==> src/rtl/usb_dev_rw.sv <==
// usb_dev_rw: device-side read/write transaction FSM.
// Optional macro TIMEOUT_EN adds an idle timeout in RX_DATA and WAIT_HS.
module usb_dev_rw #(
  parameter logic [6:0] DEV_ADDR = 7'b1010000,
  parameter int MAX_RETRY = 3,
  parameter int TIMEOUT_CYCLES = 255
) (
  input  logic        clk,
  input  logic        rst_b,
  input  logic        token_valid,
  input  logic [18:0] token_in,
  input  logic        data_valid,
  input  logic [71:0] data_in,
  input  logic        hs_in_valid,
  input  logic [7:0]  hs_in_pid,
  input  logic        data_out_ready,
  output logic        hs_valid,
  output logic [7:0]  hs_pid,
  output logic        data_out_valid,
  output logic [71:0] data_pkt_out,
  output logic [15:0] mem_addr,
  output logic [63:0] mem_wdata,
  output logic        mem_we,
  output logic        mem_re,
  input  logic [63:0] mem_rdata,
  output logic        xact_err
);

  localparam logic [7:0] PID_OUT   = 8'b11100001;
  localparam logic [7:0] PID_IN    = 8'b01101001;
  localparam logic [7:0] PID_DATA0 = 8'b11000011;
  localparam logic [7:0] PID_ACK   = 8'b11010010;
  localparam logic [7:0] PID_NAK   = 8'b01011010;
  localparam logic [3:0] ENDP4     = 4'b0010;
  localparam logic [3:0] ENDP8     = 4'b0001;
  localparam logic [7:0] RMAX      = 8'(MAX_RETRY);

  localparam logic [2:0] S_IDLE    = 3'd0;
  localparam logic [2:0] S_RX_DATA = 3'd1;
  localparam logic [2:0] S_MEM_RD  = 3'd2;
  localparam logic [2:0] S_LOAD    = 3'd3;
  localparam logic [2:0] S_TX_DATA = 3'd4;
  localparam logic [2:0] S_WAIT_HS = 3'd5;

  function automatic logic [63:0] rev64(input logic [63:0] x);
    for (int i = 0; i < 64; i++) rev64[i] = x[63-i];
  endfunction

  logic [2:0]  state;
  logic        page_valid;
  logic [15:0] page;
  logic [7:0]  retry;

  logic [63:0] rev_pl;
  logic [63:0] rev_rd;
  logic        tok_hit;
  logic        out_tok;
  logic        in_tok;

  assign rev_pl  = rev64(data_in[63:0]);
  assign rev_rd  = rev64(mem_rdata);
  assign tok_hit = token_valid &&
                   (token_in[10:4] == DEV_ADDR);
  assign out_tok = tok_hit &&
                   (token_in[18:11] == PID_OUT) &&
                   (token_in[3:0] == ENDP4);
  assign in_tok  = tok_hit &&
                   (token_in[18:11] == PID_IN) &&
                   (token_in[3:0] == ENDP8);

`ifdef TIMEOUT_EN
  logic [15:0] tmo_cnt;
  logic        tmo_strobe;
  logic        tmo_fire;
  logic        tmo_run;

  assign tmo_strobe = token_valid | data_valid |
                      hs_in_valid;
  assign tmo_run    = (state == S_RX_DATA) ||
                      (state == S_WAIT_HS);
  assign tmo_fire   = tmo_run && !tmo_strobe &&
    (tmo_cnt == 16'(TIMEOUT_CYCLES - 1));

  always_ff @(posedge clk) begin
    if (!rst_b) tmo_cnt <= '0;
    else if (tmo_run && !tmo_strobe)
      tmo_cnt <= tmo_cnt + 16'd1;
    else tmo_cnt <= '0;
  end
`endif

  always_ff @(posedge clk) begin
    if (!rst_b) begin
      state          <= S_IDLE;
      page_valid     <= 1'b0;
      page           <= '0;
      retry          <= '0;
      hs_valid       <= 1'b0;
      hs_pid         <= '0;
      data_out_valid <= 1'b0;
      data_pkt_out   <= '0;
      mem_addr       <= '0;
      mem_wdata      <= '0;
      mem_we         <= 1'b0;
      mem_re         <= 1'b0;
      xact_err       <= 1'b0;
    end else begin
      hs_valid <= 1'b0;
      mem_we   <= 1'b0;
      mem_re   <= 1'b0;
      xact_err <= 1'b0;
      case (state)
        S_IDLE: begin
          if (out_tok) begin
            state <= S_RX_DATA;
          end else if (in_tok) begin
            if (page_valid) begin
              mem_re   <= 1'b1;
              mem_addr <= page;
              state    <= S_MEM_RD;
            end else begin
              hs_valid <= 1'b1;
              hs_pid   <= PID_NAK;
            end
          end
        end
        S_RX_DATA: begin
          if (data_valid) begin
            hs_valid <= 1'b1;
            state    <= S_IDLE;
            if (data_in[71:64] == PID_DATA0) begin
              hs_pid <= PID_ACK;
              if (!page_valid) begin
                page       <= rev_pl[15:0];
                page_valid <= 1'b1;
              end else begin
                mem_we     <= 1'b1;
                mem_addr   <= page;
                mem_wdata  <= rev_pl;
                page_valid <= 1'b0;
              end
            end else begin
              hs_pid <= PID_NAK;
            end
          end
`ifdef TIMEOUT_EN
          else if (tmo_fire) begin
            xact_err <= 1'b1;
            state    <= S_IDLE;
          end
`endif
        end
        S_MEM_RD: state <= S_LOAD;
        S_LOAD: begin
          data_pkt_out   <= {PID_DATA0, rev_rd};
          retry          <= '0;
          data_out_valid <= 1'b1;
          state          <= S_TX_DATA;
        end
        S_TX_DATA: begin
          if (data_out_ready) begin
            data_out_valid <= 1'b0;
            state          <= S_WAIT_HS;
          end
        end
        S_WAIT_HS: begin
          if (hs_in_valid && hs_in_pid == PID_ACK) begin
            page_valid <= 1'b0;
            state      <= S_IDLE;
          end else if (hs_in_valid &&
                       hs_in_pid == PID_NAK) begin
            if (retry < RMAX) begin
              retry          <= retry + 8'd1;
              data_out_valid <= 1'b1;
              state          <= S_TX_DATA;
            end else begin
              xact_err   <= 1'b1;
              page_valid <= 1'b0;
              state      <= S_IDLE;
            end
          end
`ifdef TIMEOUT_EN
          else if (tmo_fire) begin
            xact_err   <= 1'b1;
            page_valid <= 1'b0;
            state      <= S_IDLE;
          end
`endif
        end
        default: state <= S_IDLE;
      endcase
    end
  end

endmodule

==> config.mk <==
export PLATFORM = sky130hd
export DESIGN_NAME = usb_dev_rw
export DESIGN_NICKNAME = d
export VERILOG_FILES = /design/src/rtl/usb_dev_rw.sv
export SDC_FILE = /design/constraint.sdc
export NUM_CORES = 1
export LEC_CHECK = 0
export ABC_AREA = 1
export CELL_PAD_IN_SITES_DETAIL_PLACEMENT = 0
export CELL_PAD_IN_SITES_GLOBAL_PLACEMENT = 2
export CORE_MARGIN = 2
export CORE_UTILIZATION = 23
export DETAILED_ROUTE_END_ITERATION = 16
export PLACE_DENSITY = 0.85
export SYNTH_ARGS = -nofsm -noshare
export SYNTH_HDL_FRONTEND = slang
export SYNTH_SLANG_ARGS = --single-unit
==> constraint.sdc <==
create_clock -name clk -period 2.8 [get_ports clk]
set_input_delay 0.42 -clock clk [delete_from_list [all_inputs] [get_ports clk]]
set_output_delay 0.42 -clock clk [all_outputs]
set_load 0.005 [all_outputs]
Word level (Yosys, flattened, before mapping)
Index checks and enable logic that the tools add are counted.
{ "totals": {"register_bits": 186, "input_bits": 169, "output_inout_bits": 165, "wordCells": 113} }
{ "classes": {"n_addsub": 1, "n_lt_le_gt_ge": 1, "eq_ne": 26, "muxes": 43, "bitwise_logic": 6, "n_reduce_logical": 23} }
{ "op_table": {"columns": ["op", "n"], "rows": [
  ["two-way mux 16 bit", 5],
  ["two-way mux 8 bit", 8],
  ["case mux 16 bit (2 select lines)", 1],
  ["case mux 8 bit (2 select lines)", 2],
  ["AND reduction 5 bit", 5],
  ["equality test 8 bit, second input constant", 3],
  ["two-way mux 3 bit", 8],
  ["inequality test 2 bit, second input constant", 9],
  ["case mux 3 bit (6 select lines)", 1],
  ["equality test 8 x 7 -> 1 bit, second input constant", 2],
  ["AND reduction 4 bit", 4],
  ["two-way mux 1 bit", 15],
  ["inequality test 3 bit, second input constant", 4],
  ["adder 8 x 1 -> 8 bit, second input constant", 1],
  ["< comparator 8 x 2 -> 1 bit, second input constant", 1],
  ["OR reduction 4 bit", 2],
  ["equality test 7 bit, second input constant", 1],
  ["logical AND 1 bit", 7],
  ["equality test 3 x 2 -> 1 bit, second input constant", 2],
  ["equality test 3 bit, second input constant", 2],
  ["inverter 1 bit", 6],
  ["nonzero test 2 bit", 3],
  ["equality test 4 x 1 -> 1 bit, second input constant", 1],
  ["equality test 4 x 2 -> 1 bit, second input constant", 1],
  ["other kinds (5)", 6]
]} }

Logic depth before layout (Yosys ltp)
Gate-level depths: netlist of the first run.
{ "logic_depth": {"depth_word": 7, "depth_mapped": 13, "ltp_nobuf": 12} }

Worst setup path before layout of the first run
OpenSTA, ideal clock, no wires.
{ "synth_timing": {"kind": "input to register", "from": "input port token_in[7]", "to": "register mem_addr[7]", "setup_time_ps": 62, "t_arrival_ps": 1493, "required_time_ps": 2738, "path_slack_ps": 1245, "path_stages": 12, "n_path_buf": 1, "cell_sequence": "nor2_1 nand2_1 nor2_4 inv_2 nor2_2 nand2_1 nand2_4 nand3_4 buf_6 nand2_2 inv_2 nor2_2"} }
{ "synth_between": {"elab_chain_len": 6, "word_cells_on_any_way": 9, "classes_between": "eq/ne: 3; reduce/logical: 6"} }
{ "synth_lines": {"columns": ["element", "line_no", "text"], "rows": [
  ["start, declared", "11", "input logic [18:0] token_in,"],
  ["equality test 7 bit *", "63", "(token_in[10:4] == DEV_ADDR);"],
  ["logical AND 1 bit *", "62", "assign tok_hit = token_valid &&"],
  ["logical AND 1 bit (on tied branches)", "67, 64", null],
  ["logical AND 1 bit (on tied branches)", "68, 65", null],
  ["inequality test 2 bit (no line)", null, null],
  ["AND reduction 5 bit (no line) *", null, null],
  ["end signal, assigned", "119", "mem_addr <= page;"],
  ["end signal, assigned", "138", "mem_addr <= page;"],
  ["end, declared", "21", "output logic [15:0] mem_addr,"]
]} }
Mark *: on every way between the ends. The rest lies on a longest branch, timed or not.
A chain may end at the register's enable or synchronous reset.

Worst setup path in the final report of the first run
{ "layout_timing": {"from": "register data_pkt_out[64] (netlist name)", "to": "output port data_pkt_out[65]"} }
{ "layout_lines": {"columns": ["element", "line_no", "text"], "rows": [
  ["end, declared", "20", "output logic [71:0] data_pkt_out,"]
]} }
No word-level cell between the ends.

==> run_results.csv, run 1 <==
group,metric,value,unit
clocking,cts_resized,0,
floorplanning,die_y,180.2,um
critical_path,crit_path_end,"data_pkt_out[65]",
route,detail-route-antenna-nets,0,
grt,grt_first_pass_wirelength,35.12,mm
clocking,cts_tree,"yes",
clocking,clk_pin_slew,0.07,ns
logic_synthesis,synth-simple-area-share,0.1958,
sta,slew_headroom,0.6655,
finish,nets,1422,
logic_synthesis,synthTopCellsByArea,"dfxtp_1 (51%), nor2_1 (9.2%), inv_1 (7.9%)",
clocking,clockRootBuffer,"clkbuf_16",
place,dp_cells,1629,
power_and_ir_drop,total_power,5.384,mW
route,avgRoutedWirePerCell,13.25,um
floorplanning,coreArea,0.03059,mm^2
critical_path,cp_cell_sequence,"clkdlybuf4s50_1",
floorplanning,die_area,0.03247,mm^2
place,globalplace.congestion,0.7552,
critical_path,crit_type,"flop to output pin",
grt,antenna_found_initial,0,
logic_synthesis,synth_area,0.007139,mm^2
logic_synthesis,synth_top_family_by_area,"simple AND/OR/NAND/NOR gates",
sta,drv_slew,0,
critical_path,reg2reg_slack,1.08,ns
route,viasPerCell,4.123,
logic_synthesis,ys_seq_elements,181,
grt,grt_max_degree,87,
job,cap_violations,0,
place,place_hpwl,16.03,mm
grt,grt_pass1_vias,6469,
finish,fillCellCount,3236,
critical_path,path_delay_family,"buffers and inverters",
power_and_ir_drop,power_density,475.0,mW/mm^2
critical_path,crit_cells,1,
sta,hold_viol_final,0,
logic_synthesis,synthXorXnorAreaFrac,0,
logic_synthesis,synth-main-ff-cell,"dfxtp_1",
floorplanning,start_util,0.2334,
clocking,post-cts-setup-buffer-count,0,
sta,tightest_slew,0.5012,ns
critical_path,cp_num_buf_inv,1,
finish,most-common-layout-cells,"clkdlybuf4s50_1 (325), dfxtp_1 (181), nor2_1 (175)",
finish,area_growth,58.76,%
sta,setup_viol,0,
logic_synthesis,synth_edf_count,0,
critical_path,cp-end-kind,"output pin",
logic_synthesis,synth_warnings,0,
logic_synthesis,synthAdderAreaFrac,0.001753,
logic_synthesis,synthMuxAreaShare,0,
critical_path,max_stage_delay,0.56,ns
grt,grt.total_usage,0.1342,
floorplanning,boundaryPins,334,
logic_synthesis,synth_top_area_cell,"dfxtp_1",
clocking,clock_path_buffers,2,
clocking,htreeDepth,4,
sta,fin_crit_sh,0.6607,
logic_synthesis,netlist.area_leader.share,0.5075,
sta,clock_skew,0.01396,ns
logic_synthesis,async_reset_ff_frac,0,
critical_path,crit_start,"data_pkt_out[64]",
sta,clock.fmax,0.5406,GHz
critical_path,slowest_stage,"clkdlybuf4s50_1",
logic_synthesis,ys_types,28,
logic_synthesis,avgSynthCellArea,7.460,um^2
finish,stdcell_count,1657,
floorplanning,row_count,64,
logic_synthesis,ys_seq_area_frac,0.5075,
critical_path,r2r-end,"mem_wdata[33]",
route,drt_iter0_drc,222,
critical_path,required,2.38,ns
critical_path,worstSetupStartpointType,"flop",
grt,grt_remaining_overflow,0,
power_and_ir_drop,ir_drop,0.3352,mV
place,io_buffer_count,326,
sta,fin_crit,1.850,ns
hold_path,min_path_type,"input port to flop",
sta,rsz0062_at_grt,"false",
finish,insertedDiodeCount,0,
status,status,"complete, no violations",
finish,drive_gt1_frac,0.05551,
route,wl,21.96,mm
floorplanning,chipWidth,180.2,um
critical_path,cp_max_fo,5,
clocking,cts_buffers,17,
critical_path,critPathArrivalTime,1.43,ns
route,drc,0,
clocking,ctsHoldBuffers,0,
critical_path,reg2reg_depth,8,
logic_synthesis,synthCells,957,
route,first_pass_iters,4,
logic_synthesis,synth-compound-area-share,0.1651,
sta,setup_tns,0,ns
finish,layout_commonest_cell,"clkdlybuf4s50_1",
clocking,clock_latency,0.42,ns
critical_path,r2r-start,"state[0]",
clocking,cts_sinks,181,
route,dr_total_vias,6831,
power_and_ir_drop,p_leak,4.124,nW
## logic make-up (layout without fill, tap and decap cells)
group	count (synthesis)	count (layout)
and+or+nand+nor	317	317
DFF	181	181
buffers and inverters	222	520
other	1	7
adders and majority gates	1	1
AOI/OAI and AO/OA	235	235
## metal layers
metal	GRT usage	vias to the layer above	part of all wire
met1	0.1605	3021	0.44
li1	-	3569	-
met3	0.05740	13	0.091
met2	0.2214	228	0.46
met4	0.03387	0	0.011
met5	0	-	0
## synthesized netlist by cell type (2+ instances only)
master,count
dfxtp_1,181
nor2_1,175
inv_1,150
o21ai_0,92
a21oi_1,86
nand2_1,62
o21ai_1,56
buf_2,27
clkbuf_1,25
nand4_1,21
nand3_1,20
buf_4,13
nor3_1,11
nand2_2,10
inv_2,5
nor2_2,5
nor2_4,3
nor3b_1,3
nand2_4,2
nand3b_1,2
## power by group
part | total [mW] | switching [mW] | internal (mW)
combinational | 0.363 | 0.124 | 0.240
clock | 2.45 | 1.01 | 1.44
sequential | 2.57 | 0.0000000598 | 2.57
total | 5.38 | 1.14 | 4.25
## final cells by class
cell class / instances / area (um^2) / share of cell area
sequential: 181 / 3623 / 0.3197
timing repair buffer: 337 / 3418 / 0.3016
multi-input combinational: 560 / 2633 / 0.2323
inverter: 155 / 581.8 / 0.05133
tap: 396 / 495.5 / 0.04371
clock buffer: 20 / 456.7 / 0.04029
clock inverter: 8 / 126.4 / 0.01115
## flip-flops by register name, summed over array words and instances (netlist names)
name            flops
hs_valid            1
data_pkt_out       65
mem_addr           16
hs_pid              3
mem_wdata          64
retry               8
xact_err            1
state               3
data_out_valid      1
page               16
mem_re              1
page_valid          1
mem_we              1
## per-stage QoR
stage	area, um^2	setup slack [ns]	util	hold WS [ns]
floorplan	7162	1.245	-	0.4240
global placement	10750	0.5413	0.3515	0.4302
detailed placement	10750	0.5443	0.3515	0.4361
CTS	11330	0.8841	0.3705	0.4008
global route	11330	0.7459	0.3705	0.4278
finish	11330	0.9501	0.3705	0.4253
## how the worst min path moves through the flow
stage / start / to / slack (ns) / cells after the start
after floorplan: retry[2] / retry[2] / 0.42 / 2
after global placement: mem_wdata[17] / mem_wdata[17] / 0.43 / 2
after detailed placement: mem_wdata[17] / mem_wdata[17] / 0.44 / 2
after CTS: rst_b / mem_addr[15] / 0.40 / 3
after global routing: rst_b / mem_addr[3] / 0.43 / 3
final: rst_b / mem_addr[15] / 0.43 / 3
Note: power is estimated with default switching activity, not from simulation.
==> run 2: changes to the inputs <==
--- a/config.mk
+++ b/config.mk
@@ -9,9 +9,9 @@
 export CELL_PAD_IN_SITES_DETAIL_PLACEMENT = 0
 export CELL_PAD_IN_SITES_GLOBAL_PLACEMENT = 2
 export CORE_MARGIN = 2
-export CORE_UTILIZATION = 23
+export CORE_UTILIZATION = 21
 export DETAILED_ROUTE_END_ITERATION = 16
-export PLACE_DENSITY = 0.85
+export PLACE_DENSITY = 0.78
 export SYNTH_ARGS = -nofsm -noshare
 export SYNTH_HDL_FRONTEND = slang
 export SYNTH_SLANG_ARGS = --single-unit
==> constraint.sdc (replaced) <==
create_clock -name clk -period 1.8 [get_ports clk]
set_input_delay 0.27 -clock clk [delete_from_list [all_inputs] [get_ports clk]]
set_output_delay 0.27 -clock clk [all_outputs]
set_load 0.005 [all_outputs]
==> run 2 against run 1 <==
Compared with the run above:
- non-clock buffer count increased by 32
- sequential share of layout area decreased by 0.95 points
- critical path depth unchanged
- worst hold slack got worse by 0.21 ns
- combinational power increased by 64%
- largest power group unchanged
- first-iteration DRC count increased by 15%
- clock skew decreased by 0.0053 ns
- largest cell class is now buffers
- cell area increased by 3.1%
- wire length increased by 8.8%
- via count increased by 2.3%
- count of clock-buffer cells in the layout decreased by 1
==> run_results.csv, run 2 (synthesis gave the netlist of run 1 again) <==
group,metric,value,unit
status,status,"complete, no violations",
finish,regArea,0.003625,mm^2
route,detail-route-antenna-nets,0,
floorplanning,chipWidth,188.4,um
critical_path,cp_num_buf_inv,1,
sta,fin_ws,0.1080,ns
critical_path,cp_max_fo,5,
critical_path,max_stage_delay,0.55,ns
sta,fin_crit,1.692,ns
route,dr_total_vias,6989,
clocking,cts_tree,"yes",
clocking,cts_sinks,181,
place,pre_cts_slack,-0.2754,ns
clocking,clk_pin_slew,0.07,ns
clocking,clock_path_buffers,2,
job,cap_violations,0,
finish,largestRegisters,"data_pkt_out (65), mem_wdata (64)",
place,place_hpwl,17.62,mm
floorplanning,die_y,188.4,um
power_and_ir_drop,p_int,6.469,mW
sta,fin_crit_sh,0.9400,
clocking,htreeDepth,4,
power_and_ir_drop,swShare,0.2244,
route,top_layer_used,"met5",
route,avgRoutedWirePerCell,13.69,um
hold_path,min_path_type,"input port to flop",
finish,largest_reg_flops,65,
critical_path,crit_type,"flop to output pin",
floorplanning,boundaryPins,334,
place,globalplace.congestion,0.7282,
finish,nets,1454,
sta,clock_skew,0.008675,ns
clocking,ctsHoldBuffers,0,
finish,fillCellCount,3567,
critical_path,path_delay_family,"buffers and inverters",
sta,setup_viol,0,
floorplanning,die_area,0.03549,mm^2
clocking,clockRootBuffer,"clkbuf_16",
power_and_ir_drop,power.share.combinational,0.071,
finish,insertedDiodeCount,0,
grt,grt.total_usage,0.1358,
finish,layout_commonest_cell,"clkdlybuf4s50_1",
route,viasPerCell,4.007,
critical_path,reg2reg_slack,0.17,ns
clocking,cts_buffers,17,
route,drt_iter0_drc,256,
power_and_ir_drop,clkPwrFrac,0.449,
power_and_ir_drop,power_density,713.6,mW/mm^2
power_and_ir_drop,ir_drop,0.6100,mV
sta,hold_viol_final,0,
power_and_ir_drop,total_power,8.340,mW
floorplanning,start_util,0.2129,
critical_path,slowest_stage,"clkdlybuf4s50_1",
clocking,clock_latency,0.43,ns
critical_path,required,1.53,ns
route,first_pass_iters,4,
place,io_buffer_count,326,
sta,hold-worst-slack,0.2196,ns
finish,final_util,0.3485,
critical_path,critPathArrivalTime,1.42,ns
finish,most-common-layout-cells,"clkdlybuf4s50_1 (325), dfxtp_1 (180), nor2_1 (175)",
critical_path,worstSetupStartpointType,"flop",
sta,clock.fmax,0.5910,GHz
sta,drv_slew,0,
finish,drive_gt1_frac,0.08179,
route,wl,23.88,mm
power_and_ir_drop,p_leak,4.281,nW
route,drc,0,
critical_path,cp-end-kind,"output pin",
power_and_ir_drop,share_seq_of_total_power,0.480,
power_and_ir_drop,p_sw,1.871,mW
sta,rsz0062_at_grt,"false",
finish,area_growth,63.71,%
grt,grt_remaining_overflow,0,
route,wl_met2,10.84,mm
route,met1Wirelength,10.37,mm
clocking,post-cts-setup-buffer-count,0,
finish,largest-register,"data_pkt_out",
floorplanning,row_count,67,
grt,grt_first_pass_wirelength,37.78,mm
finish,multiInputGateArea,0.002638,mm^2
grt,grt_max_degree,95,
critical_path,cp_cell_sequence,"clkdlybuf4s50_1",
floorplanning,coreArea,0.03353,mm^2
grt,grt_pass1_vias,6905,
route,met3WireLength,2.417,mm
grt,antenna_found_initial,2,
-- run 2: changes by cell type in the layout (fill, tap and decap cells not counted), moves of 2 or more --
cell,previous run,this run
buf_12,6,10
buf_4,6,34
clkinv_2,1,3
clkinv_4,0,2
-- run 2: layer usage --
layer,vias to the layer above,track usage
li1,3657,-
met1,3071,0.1613
met2,243,0.2184
met5,-,0
met4,4,0.03335
met3,14,0.06780
-- run 2: worst register-to-register path: stages, from the launching register on --
cell     delay [ns]
dfxtp_1        0.36
buf_4          0.16
nor2_4         0.12
inv_2          0.06
nor2_4         0.13
nand3_4        0.12
buf_12         0.21
o21ai_0        0.29
a21oi_1        0.06
-- run 2: worst paths after layout --
kind,startpoint,to,cells after the start
max,data_pkt_out[64],data_pkt_out[71],1
min,rst_b,mem_wdata[32],3
max reg2reg,state[2],mem_wdata[34],8
min reg2reg,mem_wdata[57],mem_wdata[57],2
-- run 2: layout make-up --
| cell class | count | area share |
|---|---|---|
| clock buffer | 19 | 0.03790 |
| clock inverter | 12 | 0.01124 |
| inverter | 155 | 0.04978 |
| multi-input combinational | 560 | 0.2257 |
| sequential | 181 | 0.3101 |
| tap | 448 | 0.04796 |
| timing repair buffer | 369 | 0.3173 |
-- run 2: timing repair --
| item | CTS | global route |
|---|---|---|
| gates resized for setup | 1 | 2 |
| setup endpoints to repair | 1 | 59 |
| gates cloned | 0 | 0 |
| pin swaps | 0 | 0 |
-- run 2: through the flow --
step	area, um^2	std cells	setup TNS [ns]
after CTS	11680	1744	0
after detailed placement	11110	1713	-15.38
final	11690	1744	0
after global placement	11110	1713	-9.728
after global routing	11690	1744	0
after floorplan	7162	963	0
-- run 2: power groups by stage --
| stage | Clock [mW] | Combinational (mW) | Sequential [mW] |
|---|---|---|---|
| floorplan | 0 | 0.160 | 4.09 |
| global placement | 0 | 0.600 | 4.09 |
| detailed placement | 0 | 0.600 | 4.09 |
| CTS | 3.93 | 0.604 | 4.00 |
| global route | 4.08 | 0.652 | 4.00 |
| finish | 3.74 | 0.596 | 4.00 |
==> run 3: changes to the inputs <==
--- a/config.mk
+++ b/config.mk
@@ -10,7 +10,9 @@
 export CELL_PAD_IN_SITES_GLOBAL_PLACEMENT = 2
 export CORE_MARGIN = 2
 export CORE_UTILIZATION = 21
+export CTS_CLUSTER_SIZE = 16
 export DETAILED_ROUTE_END_ITERATION = 16
+export HOLD_SLACK_MARGIN = 0.02
 export PLACE_DENSITY = 0.78
 export SYNTH_ARGS = -nofsm -noshare
 export SYNTH_HDL_FRONTEND = slang
==> results of run 3 <==
No change in the layout: final DEF, timing and power equal those of run 2.
